`src/rtl/counter_pkg.sv`:
```
// Shared constants and helpers for the up/down counter and its prescaler.
package counter_pkg;

    localparam logic CNT_UP = 1'b1;
    localparam logic CNT_DN = 1'b0;

    // Bits needed to hold prescaler values 0..prescale-1, never less than one.
    function automatic int prescale_width(input int prescale);
        return (prescale <= 2) ? 1 : $clog2(prescale);
    endfunction

endpackage

```
`src/rtl/count_prescaler.sv`:
```
// Divides enabled cycles by PRESCALE: tick is high on the last enabled cycle of each group.
module count_prescaler
    import counter_pkg::*;
#(
    parameter int PRESCALE = 2
) (
    input  logic clk,
    input  logic rst,
    input  logic en,
    input  logic clr,
    output logic tick
);

    localparam int              PW   = prescale_width(PRESCALE);
    localparam logic [PW-1:0]   LAST = PW'(PRESCALE - 1);

    logic [PW-1:0] cnt;

    assign tick = en && (cnt == LAST);

    // clr beats en so a clear or load restarts the division from zero.
    always_ff @(posedge clk or negedge rst) begin
        if (!rst) begin
            cnt <= '0;
        end else if (clr) begin
            cnt <= '0;
        end else if (en) begin
            cnt <= (cnt == LAST) ? '0 : cnt + 1'b1;
        end
    end

endmodule

```
`src/rtl/param_updown_counter.sv`:
```
// Parameterised up/down counter with wrap or saturate at MAX_COUNT, optional
// prescaling, synchronous clear/load, terminal-count flag and roll-over pulse.
module param_updown_counter
    import counter_pkg::*;
#(
    parameter int WIDTH     = 3,
    parameter int MAX_COUNT = 2**WIDTH - 1,
    parameter bit SATURATE  = 1'b0,
    parameter int PRESCALE  = 1
) (
    input  logic             clk,
    input  logic             rst,
    input  logic             en,
    input  logic             up_dn,
    input  logic             sclr,
    input  logic             load,
    input  logic [WIDTH-1:0] load_val,
    output logic [WIDTH-1:0] q,
    output logic             tc,
    output logic             wrap
);

    localparam logic [WIDTH-1:0] MAX_Q = WIDTH'(MAX_COUNT);

    logic step;
    logic at_end;

    generate
        if (PRESCALE == 1) begin : g_direct
            assign step = en;
        end else begin : g_prescale
            count_prescaler #(
                .PRESCALE (PRESCALE)
            ) u_prescaler (
                .clk  (clk),
                .rst  (rst),
                .en   (en),
                .clr  (sclr | load),
                .tick (step)
            );
        end
    endgenerate

    assign at_end = ((up_dn == CNT_UP) && (q == MAX_Q)) ||
                    ((up_dn == CNT_DN) && (q == '0));
    assign tc     = step && at_end;

    // wrap defaults low each edge, so it is a single-cycle pulse after a roll-over.
    always_ff @(posedge clk or negedge rst) begin
        if (!rst) begin
            q    <= '0;
            wrap <= 1'b0;
        end else begin
            wrap <= 1'b0;
            if (sclr) begin
                q <= '0;
            end else if (load) begin
                q <= (load_val > MAX_Q) ? MAX_Q : load_val;
            end else if (step) begin
                if (at_end) begin
                    if (!SATURATE) begin
                        q    <= (up_dn == CNT_UP) ? '0 : MAX_Q;
                        wrap <= 1'b1;
                    end
                end else begin
                    q <= (up_dn == CNT_UP) ? q + 1'b1 : q - 1'b1;
                end
            end
        end
    end

endmodule

```
`config.mk`:
```
export PLATFORM = sky130hd
export DESIGN_NAME = param_updown_counter
export DESIGN_NICKNAME = d
export VERILOG_FILES = /design/src/rtl/counter_pkg.sv /design/src/rtl/count_prescaler.sv /design/src/rtl/param_updown_counter.sv
export SDC_FILE = /design/constraint.sdc
export NUM_CORES = 1
export LEC_CHECK = 0
export ABC_AREA = 0
export CORE_AREA = 2 2 39 41
export DETAILED_ROUTE_END_ITERATION = 8
export DIE_AREA = 0 0 41 43
export REMOVE_ABC_BUFFERS = 1
export SLEW_MARGIN = 0
export SYNTH_ARGS = -nofsm -noshare
export SYNTH_HDL_FRONTEND = slang
export SYNTH_HIERARCHICAL = 1
export SYNTH_SLANG_ARGS = --single-unit
```
`constraint.sdc`:
```
create_clock -name clk -period 1.6 [get_ports clk]
set_clock_uncertainty 0.05 [all_clocks]
set_input_delay 0.32 -clock clk [delete_from_list [all_inputs] [get_ports clk]]
set_output_delay 0.32 -clock clk [all_outputs]
set_load 0.01 [all_outputs]
```
==> summary.txt <==
Power
  • P_leak: 0.2625 nW
  • Clock power share: 31.7%
  • Switching Power: 0.1214 mW
  • Switching Fraction: 30.09%
  • Sequential share of power: 28.9%
  • Total power draw: about 0.40 mW
  • Power per Cell Area: 678.8 nW/µm²
  • Comb power frac: a little under 40%
  • P_int: 0.2821 mW
  • Max VDD drop: 0.2558 mV

Die
  • Core area: roughly 1400 µm²
  • Starting Density: between 20% and 30%
  • Die area: approximately 1800 µm²
  • Row count: 14
  • Die Ht: 43 µm
  • Die Width: 41 µm
  • Ports: 14

CTS
  • Clk buf depth: 2
  • CTS sink cnt: 4
  • Clock transition at the registers of the reported paths: 0.04 ns
  • CTS tree: yes
  • Clock latency on the worst-skew pair: 0.23 ns
  • CTS root buffer: clkbuf_4
  • H-Tree Depth: 1
  • Number of CTS-inserted buffers: 3

STA
  • Final Hold Viols: 0
  • Final setup vio count: 3
  • Final period util: 104.7%
  • Worst-Margin Slew: 0.3171 ns
  • Rel. slew slack: 78.63%
  • Final WS setup: -0.07447 ns
  • RSZ-0062 raised after global routing: yes
  • Max-slew violation count: 0
  • Min Hold Slack: 0.2488 ns
  • Crit path time final: 1.674 ns
  • Maximum clock frequency: 597.2 MHz

Route
  • Via count: 375
  • Initial DRC count: 2
  • Antenna Violating Nets Remaining: 0
  • Residual DRC: 0
  • Via density per instance: 4.934
  • Average wire per standard cell: 14.01 µm
  • DR pass1 iterations: 4
  • Routed WL: 1065 µm

Global route
  • GRT Overall Usage: 12.58%
  • Initial antenna violation count: 0
  • Gr ovfl total: 0
  • Vias in the first global route: 350
  • First-pass GRT wire length: approximately 1400 µm
  • Largest net degree at the start of global routing: 7

Worst setup path
  • Req. time, crit path: 1.69 ns
  • Crit-path max FO: 4
  • Critical Path AT: 1.76 ns
  • R2r startpoint: q[1]$_DFFE_PN0P_
  • Reg2Reg Depth: 5
  • Reg2reg end: q[1]$_DFFE_PN0P_
  • Worst setup startpoint: q[1]$_DFFE_PN0P_
  • Internal reg-to-reg setup slack: -0.07 ns
  • Crit end category: flip-flop
  • Crit path capture: q[1]$_DFFE_PN0P_
  • Crit start category: flip-flop
  • Critical path class: reg2reg

Placement
  • IO Port Bufs: 13
  • Setup WS pre-CTS: -0.5624 ns
  • Placed cell area: approximately 530 µm²
  • Post-DP HPWL: 776.4 µm
  • Final Wtd Congestion: between 0.7 and 0.8

Yosys
  • Yosys reg bits: 4
  • Xor/xnor share of the synthesized area: 5.512%
  • Mean Syn Cell Area: around 9.6 µm²
  • Register area share after synthesis: 31.50%
  • Cell count after synthesis: 33
  • Area contributors post-synth: dfrtp_1 31%, nor3b_1 7.1%, fa_1 6.3%
  • Main combinational cell family by area after synthesis: compound AO/OA/AOI/OAI gates
  • Mapped cell area: about 320 µm²
  • Post-synthesis cell type count: 24
  • Mux share of post-synthesis cell area: under 10%
  • Compound-cell area share of the yosys netlist: 25.59%
  • Simple-Gate Fraction of Synth Area: between 20% and 30%
  • Adder-Cell Fraction of Synth Area: between 6 and 7%
  • Leading area contributor after synthesis: dfrtp_1
  • Synthesis Warnings: 6
  • Top cell type's share of synthesized area: 31.50%

Status
  • Status: finished, violations left
  • Failing checks: negative setup slack

Layout
  • Fin area: 594.3 µm²
  • Final #Nets: 72
  • Antenna fix cells: 0
  • Final core occ: 42.95%
  • P&R area growth vs syn: 87.01%
  • Layout cell share with drive strength beyond 1: between 40% and 50%

Min path
  • Hold Crit Class: in2async

Flow run
  • Max cap viols: 0
## worst min-delay path by stage
stage | to | depth (start not counted)
floorplan | q[0]$_DFFE_PN0P_ | 0
global placement | q[1]$_DFFE_PN0P_ | 1
detailed placement | q[2]$_DFFE_PN0P_ | 1
CTS | q[2]$_DFFE_PN0P_ | 1
global route | wrap$_DFF_PN0_ | 1
finish | wrap$_DFF_PN0_ | 1
## cells by family (layout without fill, tap and decap cells)
kind of cell    after synthesis  after routing
compound gates               10             10
simple gates                 10             10
buf+inv                       5             32
flops                         4              4
xor+xnor                      2              2
fa+ha+maj                     1              1
mux                           1              1
## registers in the layout, indices dropped and copies added, names as in the netlist
name,cells
q,3
wrap,1
## power groups by stage
stage	combinational (mW)	sequential (mW)	clock (mW)
CTS	0.144	0.116	0.134
finish	0.159	0.117	0.128
detailed placement	0.143	0.117	0
floorplan	0.0495	0.124	0
global route	0.171	0.117	0.139
global placement	0.143	0.117	0
## critical path: stages (launching register included)
cell and delay (ns):
dfrtp_1 0.41, inv_2 0.08, fa_2 0.45, o311a_1 0.13, o31a_1 0.25, a311oi_2 0.22
## routing by layer
layer / track usage, % / routed length [µm] / vias to the layer above
li1: - / - / 182
met1: 15.86 / 439 / 186
met2: 18.13 / 595 / 5
met3: 3.141 / 16 / 2
met4: 8.000 / 12 / 0
met5: 0 / 0 / -
## placed cells by master (no fill, tap or decap), drive strengths merged, types with 2 or more instances in the layout
cell type / count
nor2: 2
clkdlybuf4s50: 8
clkbuf: 3
dfrtp: 4
dlygate4sd2: 4
nor3b: 3
buf: 14
a21oi: 2
inv: 3
## layout make-up
cell class / count / area [µm²]
clock buffers: 3 / 22.52
flip-flops and latches: 4 / 100.1
inverters: 3 / 11.26
repair buffers: 26 / 217.7
fillers: 147 / 789.5
multi-input cells: 24 / 222.7
well taps: 16 / 20.02
## synthesized netlist by cell type (all sizes together)
cell type	n
or3b	1
nand4	1
o21a	1
and4	1
inv	3
a22oi	1
xor2	1
a311oi	1
nor2	2
nor4	1
fa	1
nor3b	3
o21ai	1
o31a	1
mux2i	1
a21oi	2
o32ai	1
o41ai	1
nand2	1
buf	2
o311a	1
dfrtp	4
xnor2	1
## metrics by stage
stage / std cells / TNS [ns]
global placement: 70 / -1.586
floorplan: 31 / -0.3663
detailed placement: 70 / -1.639
finish: 76 / -0.1997
global route: 76 / -0.3448
CTS: 75 / -0.1490
## timing repair
item / CTS / global route
setup buffers: 2 / 1
pin swaps: 4 / 1
hold buffers: 0 / 0
setup endpoints to repair: 6 / 4
endpoints found under the hold margin: 0 / 0
resized for setup: 10 / 5
(Power assumes the default switching activity.)
